File: src/rtl/frame_readout_sequencer.sv
// Reads one frame from the frame RAM and streams it to the UART Tx using a start/busy handshake.
// Optional FRAME_HEADER_EN prepends the sync bytes 0xAA, 0x55 before pixel 0.
module frame_readout_sequencer #(
  parameter int BYTES_PER_FRAME = 9216,
  parameter int ADDR_W          = 15,
  parameter int GAP_CYCLES      = 62500000,
  parameter int GAP_W           = 26
) (
  input  logic              Clk,
  input  logic              i_Rst_n,
  input  logic              i_VS,
  input  logic              i_Tx_Busy,
  input  logic [7:0]        i_Rd_Data,
  output logic [ADDR_W-1:0] o_Rd_Addr,
  output logic [7:0]        o_Tx_Byte,
  output logic              o_Tx_Start,
  output logic              o_Write_Lock,
  output logic              o_Frame_Indicator,
  output logic              o_Busy
);

  typedef enum logic [2:0] {IDLE, PRE_GAP, FETCH, LOAD, WAIT_TX, POST_GAP} state_t;

  localparam logic [ADDR_W-1:0] LAST_ADDR = ADDR_W'(BYTES_PER_FRAME - 1);
  localparam logic [GAP_W-1:0]  GAP_LAST  = GAP_W'(GAP_CYCLES - 1);

  state_t            state_q, state_d;
  logic [ADDR_W-1:0] rd_addr_q, rd_addr_d;
  logic [7:0]        tx_byte_q, tx_byte_d;
  logic              tx_start_q, tx_start_d;
  logic              lock_q, lock_d;
  logic              frame_ind_q, frame_ind_d;
  logic              busy_q, busy_d;
  logic [GAP_W-1:0]  cnt_q, cnt_d;
  logic              first_q, first_d;
  logic              vs_meta_q, vs_sync_q, vs_prev_q, vs_rise_q;
`ifdef FRAME_HEADER_EN
  logic              hdr_q, hdr_d;
  logic [1:0]        hdr_idx_q, hdr_idx_d;
`endif

  always_comb begin
    state_d    = state_q;
    rd_addr_d  = rd_addr_q;
    tx_byte_d  = tx_byte_q;
    tx_start_d = 1'b0;
    lock_d     = lock_q;
    cnt_d      = cnt_q;
    first_d    = first_q;
`ifdef FRAME_HEADER_EN
    hdr_d      = hdr_q;
    hdr_idx_d  = hdr_idx_q;
`endif
    case (state_q)
      IDLE: begin
        if (vs_rise_q) begin
          state_d = PRE_GAP;
          cnt_d   = '0;
          lock_d  = 1'b1;
        end
      end
      PRE_GAP: begin
        if (cnt_q == GAP_LAST) begin
          cnt_d     = '0;
          rd_addr_d = '0;
`ifdef FRAME_HEADER_EN
          hdr_d     = 1'b1;
          hdr_idx_d = 2'd0;
          state_d   = LOAD;
`else
          state_d   = FETCH;
`endif
        end else begin
          cnt_d = cnt_q + GAP_W'(1);
        end
      end
      FETCH: state_d = LOAD;
      LOAD: begin
`ifdef FRAME_HEADER_EN
        if (hdr_q) tx_byte_d = (hdr_idx_q == 2'd0) ? 8'hAA : 8'h55;
        else       tx_byte_d = i_Rd_Data;
`else
        tx_byte_d  = i_Rd_Data;
`endif
        tx_start_d = 1'b1;
        first_d    = 1'b1;
        state_d    = WAIT_TX;
      end
      WAIT_TX: begin
        // Tx raises busy one cycle after the start pulse, so skip the first look.
        if (first_q) begin
          first_d = 1'b0;
        end else if (!i_Tx_Busy) begin
`ifdef FRAME_HEADER_EN
          if (hdr_q) begin
            if (hdr_idx_q == 2'd1) begin
              hdr_d   = 1'b0;
              state_d = FETCH;
            end else begin
              hdr_idx_d = hdr_idx_q + 2'd1;
              state_d   = LOAD;
            end
          end else
`endif
          if (rd_addr_q == LAST_ADDR) begin
            rd_addr_d = '0;
            lock_d    = 1'b0;
            cnt_d     = '0;
            state_d   = POST_GAP;
          end else begin
            rd_addr_d = rd_addr_q + ADDR_W'(1);
            state_d   = FETCH;
          end
        end
      end
      POST_GAP: begin
        if (cnt_q == GAP_LAST) begin
          cnt_d   = '0;
          state_d = IDLE;
        end else begin
          cnt_d = cnt_q + GAP_W'(1);
        end
      end
      default: state_d = IDLE;
    endcase
    frame_ind_d = (state_d == IDLE);
    busy_d      = (state_d != IDLE);
  end

  always_ff @(posedge Clk or negedge i_Rst_n) begin
    if (!i_Rst_n) begin
      state_q     <= IDLE;
      rd_addr_q   <= '0;
      tx_byte_q   <= '0;
      tx_start_q  <= 1'b0;
      lock_q      <= 1'b0;
      frame_ind_q <= 1'b1;
      busy_q      <= 1'b0;
      cnt_q       <= '0;
      first_q     <= 1'b0;
      vs_meta_q   <= 1'b0;
      vs_sync_q   <= 1'b0;
      vs_prev_q   <= 1'b0;
      vs_rise_q   <= 1'b0;
`ifdef FRAME_HEADER_EN
      hdr_q       <= 1'b0;
      hdr_idx_q   <= 2'd0;
`endif
    end else begin
      state_q     <= state_d;
      rd_addr_q   <= rd_addr_d;
      tx_byte_q   <= tx_byte_d;
      tx_start_q  <= tx_start_d;
      lock_q      <= lock_d;
      frame_ind_q <= frame_ind_d;
      busy_q      <= busy_d;
      cnt_q       <= cnt_d;
      first_q     <= first_d;
      vs_meta_q   <= i_VS;
      vs_sync_q   <= vs_meta_q;
      vs_prev_q   <= vs_sync_q;
      vs_rise_q   <= vs_sync_q & ~vs_prev_q;
`ifdef FRAME_HEADER_EN
      hdr_q       <= hdr_d;
      hdr_idx_q   <= hdr_idx_d;
`endif
    end
  end

  assign o_Rd_Addr         = rd_addr_q;
  assign o_Tx_Byte         = tx_byte_q;
  assign o_Tx_Start        = tx_start_q;
  assign o_Write_Lock      = lock_q;
  assign o_Frame_Indicator = frame_ind_q;
  assign o_Busy            = busy_q;

endmodule

File: config.mk
export PLATFORM = sky130hd
export DESIGN_NAME = frame_readout_sequencer
export DESIGN_NICKNAME = d
export VERILOG_FILES = /design/src/rtl/frame_readout_sequencer.sv
export SDC_FILE = /design/constraint.sdc
export NUM_CORES = 1
export LEC_CHECK = 0
export BUFFER_PORTS_ARGS = -buffer_cell sky130_fd_sc_hd__buf_2
export CAP_MARGIN = 20
export CORE_ASPECT_RATIO = 1.5
export CORE_MARGIN = 1
export CORE_UTILIZATION = 55
export CTS_CLUSTER_SIZE = 10
export DETAILED_ROUTE_END_ITERATION = 16
export PLACE_DENSITY_LB_ADDON = 0.3
export REMOVE_ABC_BUFFERS = 1
export SETUP_SLACK_MARGIN = 0.05
export SYNTH_ARGS = -nofsm -noshare
export SYNTH_HDL_FRONTEND = slang
export SYNTH_SLANG_ARGS = --single-unit
File: constraint.sdc
create_clock -name Clk -period 2.5 [get_ports Clk]
set_input_delay 0.125 -clock Clk [delete_from_list [all_inputs] [get_ports Clk]]
set_output_delay 0.125 -clock Clk [all_outputs]
set_load 0.02 [all_outputs]
==> flow_summary.yaml, run 1 <==
cts:
  root_buffer: "clkbuf_8"
  cts_buffers: 9
  clk_pin_slew_ps: 70
  clk_path_buf_depth: 2
  tritoncts: "built"
  clock_latency_ps: 350
  cts_setup_buffers: 0
  numClockSinks: 61
  htreeDepth: 3
finish:
  final_nets: 420
  drive_gt1_share_pct: 20.9
  final_common_cell: "dfrtp_1"
  n_antenna_cell: 0
  final_core_util_pct: 68.4
  mostFrequentLayoutCells: "dfrtp_1 (60), nand2_1 (56), buf_2 (38)"
  area_growth_pct: 20.4
die:
  start_util_pct: 56.8
  design.core.area_mm2: 0.00574
  fp-row-count: 34
  die_x_um: 64.9
  die_area_mm2: 0.00625
  die_height_um: 96.4
  top_level_ports: 39
route:
  dr.pass1.iters: 4
  postRouteAntennaNets: 0
  post-route-drc-count: 0
  first_iter_violations: 202
  drt-total-wl_um: 8260
  wl_per_cell_um: 17.1
  vias: 3021
  vias_per_cell: 6.25
sta:
  tns_ps: 0
  setup_violations: 0
  finalHoldViolCount: 0
  holdWs_ps: 243
  max_clock_freq_ghz: 0.451
  worst_slew_pin_slew_ps: 695
  fin_crit_sh_pct: 88.6
  rsz0062_at_grt: "no"
  maxSlewViolCount: 0
  final.setup.worst_slack_ps: 285
  relSlewSlack_pct: 53.7
  fin_worst_skew_ps: 9.70
  finalCriticalPeriod_ps: 2220
placed_design:
  port_buffers: 38
  gp_congestion: 0.828
  post-place-ws_ps: 99.6
  dp_hpwl_um: 5450
critical_path:
  endpoint_kind: "flip-flop"
  cpPeakStageDelay_ps: 460
  critPathMaxFanout: 16
  path_class: "flip-flop to flip-flop"
  worstReg2RegStart: "cnt_q[17]"
  crit_required_ps: 2740
  r2r.worst_path.cells: 6
  cp.arrival_ps: 2450
  r2r-end: "cnt_q[14]"
  worstPathCellList: "nor4b_1, nand4_1, o31a_1, buf_12, a21o_1, a22o_1"
  cpMaxStageDelayCell: "dfrtp_1"
  r2r_slack_ps: 280
  worst_setup_path_start_kind: "flip-flop"
outcome:
  status: "finished, final reports clean"
synth:
  synth.area.top_cells: "dfrtp_1 (46%), nand2_1 (6.4%), a31oi_1 (3.6%)"
  synth-main-ff-cell: "dfrtp_1"
  synthArstFlopShare_pct: 100
  ys_types: 65
  syn_inst: 345
  synth-seq-area-share_pct: 46.8
  syn_avg_cell_area_um2: 9.46
  yosysTopAreaCellShare_pct: 46.0
  ys.warnings.count: 0
  synth_edf_count: 0
  syn-cell-area_mm2: 0.00326
  ys_ff_latch: 61
  synth_top_area_cell: "dfrtp_1"
pwr:
  ir_worst_vdd_v: 0.000514
  powerDensity_mw_per_mm2: 693
  power_leakage_nw: 1.82
worst_hold_path:
  hold_path_class: "input port to flip-flop"
  hold_depth: 3
  min-delay-start: "i_Tx_Busy"
  min_to: "o_Rd_Addr[6]"
global_route:
  grtUsageTotal_pct: 28.0
  grt_max_degree: 34
  grt_pass1_vias: 2841
  grt_antenna_before_repair: 0
  grt_pass1_wl_um: 13100
  grt_overflow: 0
flow_run:
  cap_violations: 0
-- Yosys cell counts, drive strengths merged, types with 2 or more instances --
cell,number
clkbuf,5
a31oi,19
o41ai,2
nand3,24
a21oi,17
o311ai,2
and4,3
o21ai,15
nor2b,2
a221o,3
a21o,7
mux2i,2
o21a,2
ha,2
a22o,4
buf,8
and3,17
nand4,10
dfrtp,60
xor2,2
nand2,57
xnor2,2
inv,8
nor4bb,4
and2,4
nor2,19
nor3,5
nor4,7
nand2b,3
o22a,2
a41oi,4
or3,3
-- flip-flops by register name, indices dropped and copies added, names as in the netlist, 3 cells and up --
register,count
o_Tx_Byte,8
cnt_q,26
o_Rd_Addr,15
state_q,3
-- layer usage --
layer	vias to the layer above	share of wire (%)	GRT usage [%]
li1	1407	-	-
met1	1502	39	30.4
met2	89	54	49.0
met3	23	4.2	7.58
met4	0	3.1	14.8
met5	-	0	0
-- worst max-delay path by stage --
| stage | end | slack, ps | from | cells past startpoint |
|---|---|---|---|---|
| detailed placement | cnt_q[22] | 100 | o_Rd_Addr[0] | 6 |
| global route | cnt_q[14] | 210 | cnt_q[17] | 6 |
| floorplan | o_Rd_Addr[3] | 80 | o_Rd_Addr[0] | 6 |
| CTS | cnt_q[22] | 90 | o_Rd_Addr[0] | 6 |
| global placement | cnt_q[5] | 260 | o_Rd_Addr[0] | 6 |
| finish | cnt_q[14] | 280 | cnt_q[17] | 6 |
-- per-stage QoR --
step,instance area [um^2],power [mW],cells
3_3_place_gp,3600,1.69,457
3_5_place_dp,3600,1.72,457
2_1_floorplan,3180,1.54,331
5_1_grt,3930,2.86,483
6_report,3930,2.72,483
4_1_cts,3930,2.75,483
-- worst max-delay path, delay by kind of cell (launching register included) --
family / cells / cell delay, ps
AO/OA/AOI/OAI: 3 / 800
buffers and inverters: 1 / 210
flip-flops: 1 / 460
AND/OR/NAND/NOR: 2 / 630
-- what timing repair did --
action,4_1_cts,5_1_grt
hold buffers,10,0
endpoints found under the hold margin,36,0
endpoints found under the setup margin,0,10
gates resized for setup,0,1
-- where the power goes --
part	leakage [nW]	internal, mW	total [mW]	switching (mW)
registers	0.757	1.11	1.28	0.172
logic	0.950	0.202	0.439	0.237
clock network	0.116	0.613	0.999	0.386
-- logic make-up (layout without fill, tap and decap cells) --
| group | count (synthesis) | in the layout | share of synthesized area, % |
|---|---|---|---|
| AO/OA/AOI/OAI | 89 | 89 | 18.7 |
| XOR/XNOR | 4 | 4 | 1.07 |
| adder cells (fa/ha/maj) | 2 | 2 | 0.766 |
| buffers and inverters | 23 | 89 | 3.76 |
| flip-flops | 61 | 61 | 46.8 |
| multiplexers | 3 | 3 | 0.958 |
| AND/OR/NAND/NOR | 163 | 163 | 27.9 |
-- area by class of cell --
class                           instances  area [um^2]
Timing Repair Buffer                   64          435
Multi-Input combinational cell        261         1620
Clock inverter                          4         70.1
Clock buffer                           12          155
Inverter                                9         33.8
Sequential cell                        61         1530
Tap cell                               72         90.1
Fill cell                             457         1810
Note: power is estimated with default switching activity, not from simulation.
==> run 2, diff against run 1 <==
clock period = 2.08 ns   (was 2.5 ns; I/O delays follow)
==> run 2 against run 1 <==
Against the previous run:
- clock skew is 2.1 ps lower
- sequential power rose by 20%
- cell area grew 6.7%
- combinational power is 51% higher
- final cell count is 5.8% higher
- non-clock buffer count up 28
- die area unchanged
- routed wire length up 7.0%
- power rose by 25%
- critical path depth unchanged
==> flow_summary.yaml, run 2 (synthesis results as in run 1) <==
die:
  top_level_ports: 39
  design.core.area_mm2: 0.00574
  start_util_pct: 56.8
  die_area_mm2: 0.00625
  fp-row-count: 34
  die_x_um: 64.9
  die_height_um: 96.4
critical_path:
  cp.arrival_ps: 2230
  worstPathCellList: "nor4_4, nand4_1, o31a_1, buf_6, a41oi_1, a31oi_1"
  critPathMaxFanout: 13
  crit_required_ps: 2310
  worst_setup_path_start_kind: "flip-flop"
  cpMaxStageDelayCell: "dfrtp_2"
  r2r_slack_ps: 70
  endpoint_kind: "flip-flop"
  path_class: "flip-flop to flip-flop"
  cpPeakStageDelay_ps: 470
finish:
  final_nets: 448
  final_common_cell: "dfrtp_1"
  final_core_util_pct: 73.0
  n_antenna_cell: 0
  drive_gt1_share_pct: 28.9
  largest_reg_flops: 26
  fin_cells: 511
  mostFrequentLayoutCells: "dfrtp_1 (58), nand2_1 (56), buf_4 (42)"
  area_growth_pct: 28.4
  top_register: "cnt_q"
global_route:
  grt_antenna_before_repair: 0
  grt_overflow: 0
  grtUsageTotal_pct: 29.9
  grt_pass1_vias: 3079
  grt_max_degree: 40
  grt_pass1_wl_um: 14100
flow_run:
  cap_violations: 0
cts:
  clk_path_buf_depth: 2
  cts_buffers: 9
  clk_pin_slew_ps: 70
  root_buffer: "clkbuf_8"
  numClockSinks: 61
  clock_latency_ps: 340
  htreeDepth: 3
  tritoncts: "built"
pwr:
  ir_worst_vdd_v: 0.000861
  seq_power_share_pct: 45.5
  p_clk_share_pct: 34.9
  sw_frac_of_total_pct: 30.0
  p_int_mw: 2.37
  switching_power_mw: 1.02
  power_leakage_nw: 1.96
  powerDensity_mw_per_mm2: 808
  combinationalPowerShare_pct: 19.5
route:
  post-route-drc-count: 0
  vias_per_cell: 6.25
  drt-total-wl_um: 8840
  first_iter_violations: 252
  postRouteAntennaNets: 0
  dr.pass1.iters: 6
  wl_per_cell_um: 17.3
  vias: 3192
sta:
  rsz0062_at_grt: "yes"
  fin_crit_sh_pct: 96.5
  finalHoldViolCount: 0
  fin_worst_skew_ps: 7.60
  finalCriticalPeriod_ps: 2010
  max_clock_freq_ghz: 0.498
  setup_violations: 0
  maxSlewViolCount: 0
  relSlewSlack_pct: 63.2
  worst_slew_pin_slew_ps: 548
  holdWs_ps: 248
outcome:
  status: "finished, final reports clean"
placed_design:
  port_buffers: 38
  place_inst: 475
  gp_congestion: 0.871
  dp_hpwl_um: 5900
worst_hold_path:
  hold_path_class: "input port to flip-flop"
## run 2: changes by cell type in the layout (fill, tap and decap cells not counted), moves of 2 or more
cell	change
nor4_1	-2
buf_4	+28
dfrtp_2	+2
and3_1	-2
dfrtp_1	-2
and4_2	+2
and4_1	-2
## run 2: power groups by stage
stage / clock [mW] / sequential, mW / combinational [mW]
3_5_place_dp: 0 / 1.54 / 0.550
5_1_grt: 1.26 / 1.56 / 0.729
3_3_place_gp: 0 / 1.54 / 0.533
2_1_floorplan: 0 / 1.53 / 0.326
6_report: 1.18 / 1.54 / 0.662
4_1_cts: 1.20 / 1.52 / 0.580
## run 2: area by class of cell
type,count,area [um^2]
clock buffer,10,138
clock inverter,6,86.3
fill,414,1550
inverter,9,33.8
multi-input combinational,261,1680
sequential,61,1530
tap,72,90.1
timing repair buffer,92,637
## run 2: through the flow
step / cell area (um^2) / TNS (ps) / setup slack, ps / power (mW)
after floorplan: 3180 / -3100 / -337 / 1.85
after global placement: 3720 / 0 / 85.0 / 2.07
after detailed placement: 3720 / 0 / 37.7 / 2.09
after CTS: 4060 / 0 / 62.2 / 3.30
after global routing: 4190 / -8.16 / -8.16 / 3.55
final: 4190 / 0 / 72.5 / 3.39
## run 2: routing by layer
layer / vias to the layer above / global-route usage, % / wire length [um]
met2: 121 / 54.9 / 4870
met1: 1581 / 31.8 / 3370
met4: 0 / 15.6 / 216
met5: - / 0 / 0
li1: 1466 / - / -
met3: 24 / 6.04 / 386
## run 2: critical path, delay by kind of cell (launching register included)
| family | cells | cell delay (ps) |
|---|---|---|
| buf+inv | 1 | 190 |
| simple gates | 2 | 500 |
| flops | 1 | 470 |
| compound gates | 3 | 720 |
## run 2: what timing repair did
item / in CTS / in global routing
hold buffers: 10 / 0
endpoints found under the setup margin: 4 / 39
gates resized for setup: 0 / 17
setup buffers: 2 / 8
pin swaps: 3 / 8
cloned: 0 / 0
endpoints found under the hold margin: 30 / 0
## run 2: final timing paths
check	cells after the start	end	startpoint
setup / recovery	6	cnt_q[24]	cnt_q[8]
hold / removal	3	o_Rd_Addr[6]	i_Tx_Busy
setup reg to reg	6	cnt_q[24]	cnt_q[8]
hold reg to reg	0	vs_sync_q	vs_meta_q
max in group asynchronous	3	cnt_q[14]	i_Rst_n
min in group asynchronous	2	o_Rd_Addr[14]	i_Rst_n
==> run 3, diff against run 2 <==
CORE_MARGIN = default   (was 1)
CORE_UTILIZATION = 40   (was 55)
==> run 3 against run 2 <==
Against the previous run:
- worst setup slack improved by 48 ps
- utilization down 19 points
- cell area up 2.4%
- routed wire length shrank 2.6%
- sequential share of layout area shrank 0.90 points
- largest cell class unchanged
- highest routed layer unchanged
- worst hold slack lost 8.3 ps
- sequential power about the same
==> flow_summary.yaml, run 3 (synthesis results as in run 1) <==
outcome:
  status: "finished, final reports clean"
placed_design:
  port_buffers: 38
  gp_congestion: 0.815
  dp_hpwl_um: 6220
finish:
  final_core_util_pct: 54.0
  final_nets: 448
  num-fill-cells: 693
  drive_gt1_share_pct: 27.6
  ff_latch_area_mm2: 0.00153
  multi_input_area_mm2: 0.00164
  final_common_cell: "dfrtp_1"
  top_register: "cnt_q"
  n_antenna_cell: 0
  largest_reg_flops: 26
  area_growth_pct: 31.6
  mostFrequentLayoutCells: "dfrtp_1 (59), nand2_1 (56), buf_4 (42)"
critical_path:
  cp.arrival_ps: 2170
  endpoint_kind: "flip-flop"
  critPathMaxFanout: 5
  cpPeakStageDelay_ps: 380
  worstPathCellList: "ha_2, and3_2, nand3_4, nor4_4, a21oi_2, a221o_1"
  worst_setup_path_start_kind: "flip-flop"
  cpMaxStageDelayCell: "dfrtp_1"
  path_class: "flip-flop to flip-flop"
  crit_required_ps: 2290
route:
  drt-total-wl_um: 8610
  first_iter_violations: 148
  vias_per_cell: 5.60
  wl_per_cell_um: 15.8
  postRouteAntennaNets: 0
  dr.pass1.iters: 5
  vias: 3047
  post-route-drc-count: 0
cts:
  clk_path_buf_depth: 2
  clk_pin_slew_ps: 50
  tritoncts: "built"
  root_buffer: "clkbuf_16"
  numClockSinks: 61
  cts_buffers: 9
  clock_latency_ps: 330
  htreeDepth: 3
pwr:
  ir_worst_vdd_v: 0.000430
  powerDensity_mw_per_mm2: 868
  power_leakage_nw: 2.00
die:
  start_util_pct: 41.0
  top_level_ports: 39
  die_area_mm2: 0.00853
  die_height_um: 113
  design.core.area_mm2: 0.00796
  fp-row-count: 40
  die_x_um: 75.8
sta:
  max_clock_freq_ghz: 0.510
  finalHoldViolCount: 0
  relSlewSlack_pct: 55.1
  maxSlewViolCount: 0
  fin_worst_skew_ps: 8.69
  fin_crit_sh_pct: 94.2
  setup_violations: 0
  tns_ps: 0
  worst_slew_pin_slew_ps: 673
  finalCriticalPeriod_ps: 1960
  rsz0062_at_grt: "yes"
global_route:
  grt_pass1_vias: 2987
  grt_max_degree: 35
  grt_antenna_before_repair: 0
  grtUsageTotal_pct: 22.0
  grt_pass1_wl_um: 14000
  grt_overflow: 0
flow_run:
  cap_violations: 0
worst_hold_path:
  hold_path_class: "input port to flip-flop"
run 3: worst paths after layout:
kind | slack, ps | from | endpoint | cells after the start
worst min-delay path | 240 | i_Tx_Busy | state_q[2] | 3
worst max-delay path | 120 | cnt_q[1] | o_Rd_Addr[13] | 6
max in group asynchronous | 1110 | i_Rst_n | cnt_q[1] | 3
worst min register to register | 350 | vs_meta_q | vs_sync_q | 0
min in group asynchronous | 360 | i_Rst_n | state_q[0] | 2
worst max register to register | 120 | cnt_q[1] | o_Rd_Addr[13] | 6
run 3: worst max-delay path: cells and delay by family, from the launching register on:
family | cells | cell delay (ps)
flip-flops | 1 | 380
AO/OA/AOI/OAI | 2 | 540
AND/OR/NAND/NOR | 3 | 700
adder cells (fa/ha/maj) | 1 | 210
run 3: area by class of cell:
type                    instances  share of cell area [%]
clock buffers                   9                    5.24
flip-flops and latches         61                    35.6
multi-input cells             261                    38.2
well taps                     105                    3.06
inverters                       9                   0.786
repair buffers                 92                    15.0
clock inverters                 7                    2.10
run 3: per-layer routing:
layer / vias to the layer above / part of all wire, % / wire [um] / track usage, %
li1: 1470 / - / - / -
met1: 1470 / 39 / 3370 / 23.5
met2: 82 / 54 / 4630 / 38.2
met3: 25 / 3.6 / 313 / 5.92
met4: 0 / 3.4 / 290 / 11.1
met5: - / 0 / 0 / 0
run 3: metrics by stage:
| stage | hold WS [ps] | cell area [um^2] | total power, mW | std cells | setup WS (ps) |
|---|---|---|---|---|---|
| 2_1_floorplan | -192 | 3180 | 1.85 | 331 | -337 |
| 3_3_place_gp | 180 | 3820 | 2.11 | 514 | 122 |
| 3_5_place_dp | 186 | 3820 | 2.13 | 514 | 65.1 |
| 4_1_cts | 232 | 4240 | 3.74 | 540 | 96.0 |
| 5_1_grt | 270 | 4300 | 3.91 | 544 | 35.1 |
| 6_report | 240 | 4300 | 3.73 | 544 | 120 |
run 3: repair_timing:
item / 4_1_cts / 5_1_grt
pin swaps: 1 / 3
setup buffers: 0 / 4
hold buffers: 10 / 0
endpoints found under the setup margin: 2 / 19
resized for setup: 0 / 8
gates cloned: 0 / 0
hold endpoints to repair: 35 / 0
run 3: power by group:
| part | leakage (nW) | switching (mW) | total (mW) | internal, mW |
|---|---|---|---|---|
| clock | 0.151 | 0.544 | 1.58 | 1.04 |
| sequential | 0.756 | 0.176 | 1.52 | 1.34 |
| combinational | 1.09 | 0.326 | 0.627 | 0.301 |
